File: config.mk
export PLATFORM = sky130hd
export DESIGN_NAME = io_output_port_flat
export DESIGN_NICKNAME = d
export VERILOG_FILES = /design/src/rtl/io_output_port_pkg.sv /design/src/rtl/io_output_port_if.sv /design/src/rtl/io_output_port_seg7.sv /design/src/rtl/io_output_port.sv /design/src/flat_wrapper.sv
export SDC_FILE = /design/constraint.sdc
export NUM_CORES = 1
export LEC_CHECK = 0
export ABC_CLOCK_PERIOD_IN_PS = 3500
export BUFFER_PORTS_ARGS = -buffer_cell sky130_fd_sc_hd__buf_4
export CAP_MARGIN = 25
export CORE_MARGIN = 5
export CORE_UTILIZATION = 57
export CTS_CLUSTER_SIZE = 16
export DETAILED_ROUTE_END_ITERATION = 16
export HOLD_SLACK_MARGIN = 0.05
export PLACE_DENSITY = 0.81
export RECOVER_POWER = 50
export SLEW_MARGIN = 10
export SYNTH_ARGS = -nofsm -noshare
export SYNTH_HDL_FRONTEND = slang
export SYNTH_SLANG_ARGS = --single-unit
File: constraint.sdc
create_clock -name clock -period 3.5 [get_ports clock]
set_input_delay 0.175 -clock clock [delete_from_list [all_inputs] [get_ports clock]]
set_output_delay 0.175 -clock clock [all_outputs]
set_load 0.005 [all_outputs]
File: src/rtl/io_output_port_pkg.sv
// Shared constants, state encoding and helpers for the memory-mapped
// decimal/LED output port.
package io_output_pkg;

    localparam logic [31:0] ADDR_DEC  = 32'h0000_0080;
    localparam logic [31:0] ADDR_LED  = 32'h0000_0084;
    localparam logic [31:0] ADDR_STAT = 32'h0000_0088;

    localparam logic [31:0] DEC_MAX    = 32'd999999;
    localparam int unsigned CONV_BITS  = 20;
    localparam logic [4:0]  LAST_SHIFT = 5'(CONV_BITS - 1);

    typedef enum logic [1:0] {
        ST_IDLE  = 2'd0,
        ST_SHIFT = 2'd1,
        ST_DONE  = 2'd2
    } state_t;

    // Active-low segments, bit order {g,f,e,d,c,b,a}
    localparam logic [6:0] SEG_BLANK = 7'b1111111;
    localparam logic [6:0] SEG_DASH  = 7'b0111111;
    localparam logic [6:0] SEG_0     = 7'b1000000;
    localparam logic [6:0] SEG_1     = 7'b1111001;
    localparam logic [6:0] SEG_2     = 7'b0100100;
    localparam logic [6:0] SEG_3     = 7'b0110000;
    localparam logic [6:0] SEG_4     = 7'b0011001;
    localparam logic [6:0] SEG_5     = 7'b0010010;
    localparam logic [6:0] SEG_6     = 7'b0000010;
    localparam logic [6:0] SEG_7     = 7'b1111000;
    localparam logic [6:0] SEG_8     = 7'b0000000;
    localparam logic [6:0] SEG_9     = 7'b0010000;

    // Shift-add-3 correction: every BCD nibble >= 5 gets 3 added before the shift
    function automatic logic [23:0] bcd_adjust(input logic [23:0] bcd);
        logic [23:0] res;
        res = bcd;
        for (int i = 0; i < 6; i++) begin
            if (bcd[4*i +: 4] >= 4'd5) begin
                res[4*i +: 4] = bcd[4*i +: 4] + 4'd3;
            end else begin
                res[4*i +: 4] = bcd[4*i +: 4];
            end
        end
        return res;
    endfunction

endpackage

File: src/rtl/io_output_port_if.sv
// CPU data-bus slice seen by the output port.
interface io_output_port_if;
    logic [31:0] addr;
    logic [31:0] wdata;
    logic        wmem;
    logic [31:0] rdata;

    modport master (output addr, output wdata, output wmem, input rdata);
    modport slave  (input addr, input wdata, input wmem, output rdata);
endinterface

File: src/rtl/io_output_port_seg7.sv
// One BCD digit to active-low seven-segment pattern, with blanking.
module seg7_decode
    import io_output_pkg::*;
(
    input  logic [3:0] bcd,
    input  logic       blank,
    output logic [6:0] seg
);

    // Digit lookup; blank flag and non-decimal codes turn the digit off
    always_comb begin
        seg = SEG_BLANK;
        if (blank) begin
            seg = SEG_BLANK;
        end else begin
            case (bcd)
                4'd0:    seg = SEG_0;
                4'd1:    seg = SEG_1;
                4'd2:    seg = SEG_2;
                4'd3:    seg = SEG_3;
                4'd4:    seg = SEG_4;
                4'd5:    seg = SEG_5;
                4'd6:    seg = SEG_6;
                4'd7:    seg = SEG_7;
                4'd8:    seg = SEG_8;
                4'd9:    seg = SEG_9;
                default: seg = SEG_BLANK;
            endcase
        end
    end

endmodule

File: src/rtl/io_output_port.sv
// Memory-mapped output port: decimal display via iterative binary-to-BCD
// conversion, a directly written LED register and a busy status register.
module io_output_port
    import io_output_pkg::*;
(
    input  logic              clock,
    input  logic              resetn,
    io_output_port_if.slave   bus,
    output logic              busy,
    output logic [6:0]        hex5,
    output logic [6:0]        hex4,
    output logic [6:0]        hex3,
    output logic [6:0]        hex2,
    output logic [6:0]        hex1,
    output logic [6:0]        hex0,
    output logic [9:0]        led
);

    state_t      state_r, state_nx_s;
    logic [31:0] dec_r;
    logic [19:0] bin_r;
    logic [23:0] bcd_r;
    logic [23:0] bcd_adj_s;
    logic        ovf_r;
    logic [4:0]  cnt_r;
    logic        busy_r;
    logic [9:0]  led_r;
    logic [6:0]  hex_r      [6];
    logic [6:0]  dig_seg_s  [6];
    logic [6:0]  disp_seg_s [6];
    logic [5:0]  blank_s;
    logic        trig_s, led_wr_s;
    logic        load_s, shift_s, latch_s;

    assign trig_s    = bus.wmem && (bus.addr == ADDR_DEC);
    assign led_wr_s  = bus.wmem && (bus.addr == ADDR_LED);
    assign bcd_adj_s = bcd_adjust(bcd_r);

    // Leading-zero blanking: a digit is dark when it and every digit above are zero
    assign blank_s[0] = 1'b0;
    for (genvar g = 1; g < 6; g++) begin : g_blank
        assign blank_s[g] = (bcd_r[23:4*g] == '0);
    end

    for (genvar g = 0; g < 6; g++) begin : g_seg
        seg7_decode u_seg (
            .bcd   (bcd_r[4*g +: 4]),
            .blank (blank_s[g]),
            .seg   (dig_seg_s[g])
        );
    end

    // Overflowed values show dashes on every digit
    always_comb begin
        for (int i = 0; i < 6; i++) begin
            if (ovf_r) begin
                disp_seg_s[i] = SEG_DASH;
            end else begin
                disp_seg_s[i] = dig_seg_s[i];
            end
        end
    end

    // FSM state register
    always_ff @(posedge clock) begin
        if (!resetn) begin
            state_r <= ST_IDLE;
        end else begin
            state_r <= state_nx_s;
        end
    end

    // FSM next state and datapath strobes; a new store always restarts
    always_comb begin
        state_nx_s = state_r;
        load_s     = 1'b0;
        shift_s    = 1'b0;
        latch_s    = 1'b0;
        case (state_r)
            ST_IDLE: begin
                if (trig_s) begin
                    load_s     = 1'b1;
                    state_nx_s = ST_SHIFT;
                end else begin
                    state_nx_s = ST_IDLE;
                end
            end
            ST_SHIFT: begin
                if (trig_s) begin
                    load_s     = 1'b1;
                    state_nx_s = ST_SHIFT;
                end else if (cnt_r == LAST_SHIFT) begin
                    shift_s    = 1'b1;
                    state_nx_s = ST_DONE;
                end else begin
                    shift_s    = 1'b1;
                    state_nx_s = ST_SHIFT;
                end
            end
            ST_DONE: begin
                latch_s = 1'b1;
                if (trig_s) begin
                    load_s     = 1'b1;
                    state_nx_s = ST_SHIFT;
                end else begin
                    state_nx_s = ST_IDLE;
                end
            end
            default: begin
                state_nx_s = ST_IDLE;
            end
        endcase
    end

    // Conversion datapath, display latch, LED register and busy flag
    always_ff @(posedge clock) begin
        if (!resetn) begin
            dec_r  <= 32'd0;
            bin_r  <= 20'd0;
            bcd_r  <= 24'd0;
            ovf_r  <= 1'b0;
            cnt_r  <= 5'd0;
            busy_r <= 1'b0;
            led_r  <= 10'd0;
            hex_r[0] <= SEG_0;
            for (int i = 1; i < 6; i++) begin
                hex_r[i] <= SEG_BLANK;
            end
        end else begin
            if (led_wr_s) begin
                led_r <= bus.wdata[9:0];
            end
            if (load_s) begin
                dec_r <= bus.wdata;
                bin_r <= bus.wdata[19:0];
                bcd_r <= 24'd0;
                ovf_r <= (bus.wdata > DEC_MAX);
                cnt_r <= 5'd0;
            end else if (shift_s) begin
                {bcd_r, bin_r} <= {bcd_adj_s, bin_r} << 1'b1;
                cnt_r <= cnt_r + 5'd1;
            end
            if (latch_s) begin
                hex_r <= disp_seg_s;
            end
            busy_r <= (state_nx_s != ST_IDLE);
        end
    end

    // Status/readback mux, combinational from the address
    always_comb begin
        bus.rdata = 32'd0;
        case (bus.addr)
            ADDR_DEC:  bus.rdata = dec_r;
            ADDR_LED:  bus.rdata = {22'd0, led_r};
            ADDR_STAT: bus.rdata = {31'd0, busy_r};
            default:   bus.rdata = 32'd0;
        endcase
    end

    assign busy = busy_r;
    assign led  = led_r;
    assign hex0 = hex_r[0];
    assign hex1 = hex_r[1];
    assign hex2 = hex_r[2];
    assign hex3 = hex_r[3];
    assign hex4 = hex_r[4];
    assign hex5 = hex_r[5];

endmodule
File: src/flat_wrapper.sv
// flat-port wrapper written by rule: the top's interface ports become plain ports
module io_output_port_flat import io_output_pkg::*;
  (clock, resetn, busy, hex5, hex4, hex3, hex2, hex1, hex0, led, bus_addr, bus_wdata, bus_wmem, bus_rdata);
  io_output_port_if bus_i ();
  input  logic clock;
  input  logic resetn;
  output logic busy;
  output logic [6:0] hex5;
  output logic [6:0] hex4;
  output logic [6:0] hex3;
  output logic [6:0] hex2;
  output logic [6:0] hex1;
  output logic [6:0] hex0;
  output logic [9:0] led;
  input wire logic [$bits(bus_i.addr)-1:0] bus_addr;
  input wire logic [$bits(bus_i.wdata)-1:0] bus_wdata;
  input wire logic [$bits(bus_i.wmem)-1:0] bus_wmem;
  output wire logic [$bits(bus_i.rdata)-1:0] bus_rdata;
  assign bus_i.addr = bus_addr;
  assign bus_i.wdata = bus_wdata;
  assign bus_i.wmem = bus_wmem;
  assign bus_rdata = bus_i.rdata;
  io_output_port u_core (.clock(clock), .resetn(resetn), .bus(bus_i), .busy(busy), .hex5(hex5), .hex4(hex4), .hex3(hex3), .hex2(hex2), .hex1(hex1), .hex0(hex0), .led(led));
endmodule
; Yosys cells after proc, flatten, opt, wreduce, memory -nomap -nowiden
; Memory sizes are Yosys's and may differ from the RTL's. A register that Yosys moved wholly into a read port is not among the register bits.
; Index checks and enable logic that the tools add are counted.
[op_classes]
eq_ne = 6
reduce_logical = 13
n_mux = 41
bitwise_logic = 1
n_lt_le_gt_ge = 7
add_sub_neg = 7
[ops]
columns = cell, n
row1 = "equality test 32 x 8 -> 1 bit, second input constant", 3
row2 = one-hot mux 32 bit (3 select lines), 1
row3 = two-way mux 7 bit, 11
row4 = two-way mux 4 bit, 17
row5 = two-way mux 20 bit, 2
row6 = "> comparator 32 x 20 -> 1 bit, second input constant", 1
row7 = "greater-or-equal comparator 4 x 3 -> 1 bit, second input constant", 6
row8 = "adder 4 x 2 -> 4 bit, second input constant", 5
row9 = zero test 20 bit, 1
row10 = zero test 16 bit, 1
row11 = zero test 12 bit, 1
row12 = zero test 8 bit, 1
row13 = two-way mux 1 bit, 6
row14 = "adder 5 x 1 -> 5 bit, second input constant", 1
row15 = "equality test 5 bit, second input constant", 1
row16 = zero test 4 bit, 1
row17 = two-way mux 2 bit, 2
row18 = one-hot mux 2 bit (2 select lines), 1
row19 = nonzero test 2 bit, 2
row20 = OR reduction 2 bit, 2
row21 = "adder 3 x 2 -> 3 bit, second input constant", 1
row22 = two-way mux 3 bit, 1
row23 = OR reduction 3 bit, 1
row24 = "equality test 2 x 1 -> 1 bit, second input constant", 1
row25 = other kinds (4), 5
[totals]
register_bits = 137
elab_cells = 95
memories = 6
mem_bits_ro = 672
output_inout_bits = 85
[mem_list]
columns = name, depth, word_bits, rd, rd_clocked_by_memory_dff, wr, line_no
row1 = (name not given), 16, 7, 1, 1, 0, io_output_port_seg7.sv:16  ; case (bcd)
row2 = (name not given), 16, 7, 1, 1, 0, io_output_port_seg7.sv:16
row3 = (name not given), 16, 7, 1, 1, 0, io_output_port_seg7.sv:16
row4 = (name not given), 16, 7, 1, 1, 0, io_output_port_seg7.sv:16
row5 = (name not given), 16, 7, 1, 1, 0, io_output_port_seg7.sv:16
row6 = (name not given), 16, 7, 1, 1, 0, io_output_port_seg7.sv:16

; Longest topological paths before layout
[logic_depth]
word_depth = 6
depth_mapped = 14

; Modules after synthesis
; From an unflattened synthesis, not the netlist that was laid out.
[unflattened]
cells_unflattened = 993
area_unflattened_um2 = 7953.9
[by_module_without_submodules]
columns = module, instances, area_each_um2, cells_each
row1 = io_output_port, 1, 6538.8, 795
row2 = seg7_decode (u_core.g_seg[1].u_seg ...), 3, 236.5, 33
row3 = seg7_decode (u_core.g_seg[0].u_seg ...), 3, 235.2, 33

; Worst setup path before layout
; OpenSTA, ideal clock, no wires.
[synth_timing]
path_kind = input port to flip-flop
startpoint = input bus_addr[13]
endpoint = register u_core.g_seg[0].u_seg.seg[1] (netlist name)
arrival_time_ns = 2.661
path_buffers = 2
slack_ns = 0.769
required_time_ns = 3.430
stages = 11
cell_sequence = nor4_4 nand4_2 nor2_1 nand3_1 nand2_1 buf_1 clkbuf_1 nor2_1 ha_1 or3_1 a21oi_1
[synth_between]
elab_chain_len = 6
word_cells_on_any_way = 9
[synth_lines]
columns = item, line_no
row1 = from (decl), flat_wrapper.sv:15  ; input wire logic [$bits(bus_i.addr)-1:0] bus_addr;
row2 = equality test 32 x 8 -> 1 bit (*), io_output_port.sv:35  ; assign trig_s = bus.wmem && (bus.addr == ADDR_DEC);
row3 = logical AND 1 bit (*), io_output_port.sv:35
row4 = two-way mux 1 bit (on tied branches), "io_output_port.sv:89, io_output_port.sv:81, io_output_port.sv:102"
row5 = two-way mux 1 bit (on tied branches), n/a
row6 = two-way mux 4 bit (no line) / OR reduction 2 bit (equally long branches), n/a
row7 = two-way mux 4 bit (no line) (*), n/a
; Mark *: on every way between the ends. The rest lies on a longest branch, timed or not.
; A chain may end at the register's enable or synchronous reset.

==> impl_metrics.tcl <==
set metrics [dict create \
    synth-xor-area-share 0.00992 \
    setup_tns_ns 0 \
    vias_per_cell 5.68 \
    cts_root_buf "clkbuf_16" \
    port_buffers 151 \
    path_class "input pin to register" \
    final_cells 1389 \
    num_rows 45 \
    period_needed_ns 3.01 \
    cts.htree.levels 4 \
    slowest_stage "dlygate4sd3_1" \
    critPathMaxStageDelay_ns 0.55 \
    p_leak_uw 0.00446 \
    drv_slew 38 \
    synth_area_leaders "dfxtp_1 41%, nand2_1 8.0%, ha_1 6.7%" \
    ys_types 65 \
    drt_iter0_markers 555 \
    grt_first_pass_wirelength_mm 36.4 \
    min_path_type "register to register" \
    routedWlPerCell_um 15.8 \
    path_cells "dlygate4sd3_1 -> buf_4 -> nand2_1 -> or3_4 -> nand2_1 -> buf_4 -> a21oi_1 -> nor2_1 -> inv_1 -> ha_1 -> mux2_2 -> a221oi_1" \
    antenna_found_initial 0 \
    syn_avg_cell_area_um2 8.54 \
    syn_area_mm2 0.00883 \
    grt-ovfl-total 0 \
    async_flop_share 0 \
    period_share 0.859 \
    synth-compound-area-share 0.188 \
    place_inst 1324 \
    hold_buffers 33 \
    synth_seq_cells 179 \
    dieHeight_um 134 \
    cts_max_path_buffers 2 \
    ys_seq_area_frac 0.406 \
    die_w_um 134 \
    cp_data_arrival_time_ns 3.32 \
    post-dp-hpwl_mm 14.8 \
    area.growth.synth_to_final_pct 23.5 \
    worstSkewPairLatency_ns 0.43 \
    powerDensity_mw_per_mm2 364 \
    cts.sinks 179 \
    diodes 0 \
    cp_top_family "simple AND/OR/NAND/NOR gates" \
    first_pass_iters 5 \
    status "complete, but fails checks" \
    syn_nets 1148 \
    initial_core_util 0.581 \
    drive_above_1_share 0.185 \
    cp.required_ns 3.82 \
    total_power_uw 3970 \
    synth_top_area_frac 0.406 \
    yosys.area_share.adder 0.0666 \
    setup_viol 0 \
    clk_pin_slew_ns 0.07 \
    hold_viol_final 0 \
    place_congestion 0.843 \
    skew_ns 0.00778 \
    max_freq_mhz 333 \
    tightest_slew_ns 1.63 \
    yosys.area_share.simple 0.262 \
    cp-end-kind "register" \
    synth_top_family_by_area "simple AND/OR/NAND/NOR gates" \
    tritoncts "done" \
    muxShareOfSynthArea 0.0266 \
    layout.cells.most_common_list "189 x nand2_1, 179 x dfxtp_1, 109 x buf_4" \
    crit_path_start_kind "input pin" \
    violations "max-capacitance violations, max-slew violations" \
    cts_buffers 17 \
    grt_setup_unrepaired "no" \
    post_cts_resize_count 0 \
    final_area_mm2 0.0109 \
    top_level_ports 152 \
    synth_flop_cell "dfxtp_1" \
    grtUsageTotal 0.242 \
    synthCells 1034 \
    placedInstanceArea_mm2 0.0101 \
    final_common_cell "nand2_1" \
    irDropWorstVdd_mv 0.314 \
    path_buf_inv 4 \
    die-area_mm2 0.0181 \
    post_cts_buffers 0 \
    synth_edf_count 0 \
    yosysWarnings 0 \
    postRouteAntennaNets 0 \
    cp_max_fo 13 \
    drc_errors 0 \
    slew_headroom -0.0895 \
    max-cap-violations 1 \
    core_region_area_mm2 0.0152 \
    grt_start_max_net_pins 108 \
    yosys.area.top_type "dfxtp_1" \
    fin_nets 1302 \
    final_util 0.717 \
    vias 7889 \
    grt_pass1_vias 7535 \
    wl_mm 21.9 \
]
cell usage after synthesis, types with 7 or more instances:
| master | count |
|---|---|
| a21boi_0 | 43 |
| nand4_1 | 10 |
| a21oi_1 | 32 |
| o21ai_0 | 16 |
| dfxtp_1 | 179 |
| o211a_1 | 19 |
| inv_1 | 26 |
| xnor2_1 | 7 |
| nor2_1 | 97 |
| o31ai_1 | 7 |
| nor3b_1 | 18 |
| and2_1 | 25 |
| mux2i_1 | 15 |
| clkbuf_1 | 54 |
| nand2_1 | 189 |
| and3_1 | 9 |
| nand3_1 | 28 |
| ha_1 | 47 |
| a21o_1 | 8 |
| nor4_1 | 7 |
| nor3_1 | 18 |
| a221oi_1 | 17 |
| a211oi_1 | 7 |
| o22ai_1 | 30 |
| nand2b_1 | 32 |
final timing paths:
path                                               startpoint                           to  slack (ns)  cells past startpoint
worst min-delay path                                 register  u_core.hex3[4]$_SDFFE_PN1P_        0.44                      2
worst min register to register                       register  u_core.hex3[4]$_SDFFE_PN1P_        0.44                      2
worst max register to register  u_core.bcd_r[20]$_SDFFE_PP0N_  u_core.hex1[4]$_SDFFE_PN1P_        0.71                      9
worst max-delay path                                 bus_wmem                     register        0.49                     12
metrics by stage:
| stage | hold WS [ns] | worst slack [ns] |
|---|---|---|
| floorplan | 0.314 | 0.769 |
| global placement | 0.421 | 0.494 |
| detailed placement | 0.426 | 0.325 |
| CTS | 0.251 | 0.543 |
| global route | 0.458 | 0.239 |
| finish | 0.436 | 0.495 |
cells by family (layout without fill, tap and decap cells):
logic type                 after synthesis  in the layout
buffers and inverters                   92            259
muxes                                   22             22
adders and majority gates               47             47
AOI/OAI and AO/OA                      219            219
DFF                                    179            179
xor gates and xnor gates                10             10
and+or+nand+nor                        465            465
report_power, final:
group          leakage [µW]  switching [µW]  internal, µW  total (µW)
Combinational       0.00277            86.8          94.4         181
Clock              0.000254             828           922        1750
Sequential          0.00144     0.000000122          2040        2040
Total               0.00446             915          3050        3970
area by class of cell:
| type | count | area, µm² |
|---|---|---|
| multi-input cells | 763 | 4890 |
| fillers | 1180 | 4300 |
| flip-flops and latches | 179 | 3580 |
| repair buffers | 201 | 1560 |
| clock buffers | 20 | 437 |
| well taps | 188 | 235 |
| inverters | 26 | 97.6 |
| clock inverters | 12 | 96.3 |
layer usage:
| layer | vias up | global-route usage | part of all wire |
|---|---|---|---|
| met5 | - | 0 | 0 |
| met4 | 0 | 0.0792 | 0.020 |
| met3 | 40 | 0.0537 | 0.063 |
| met2 | 276 | 0.397 | 0.46 |
| met1 | 3643 | 0.320 | 0.45 |
| li1 | 3930 | - | - |
worst min-delay path, cell delays in order, from the launching register on:
cell and delay (ns):
dfxtp_1 0.31, o22ai_1 0.06, nand2_1 0.05
Note: power is estimated with default switching activity, not from simulation.
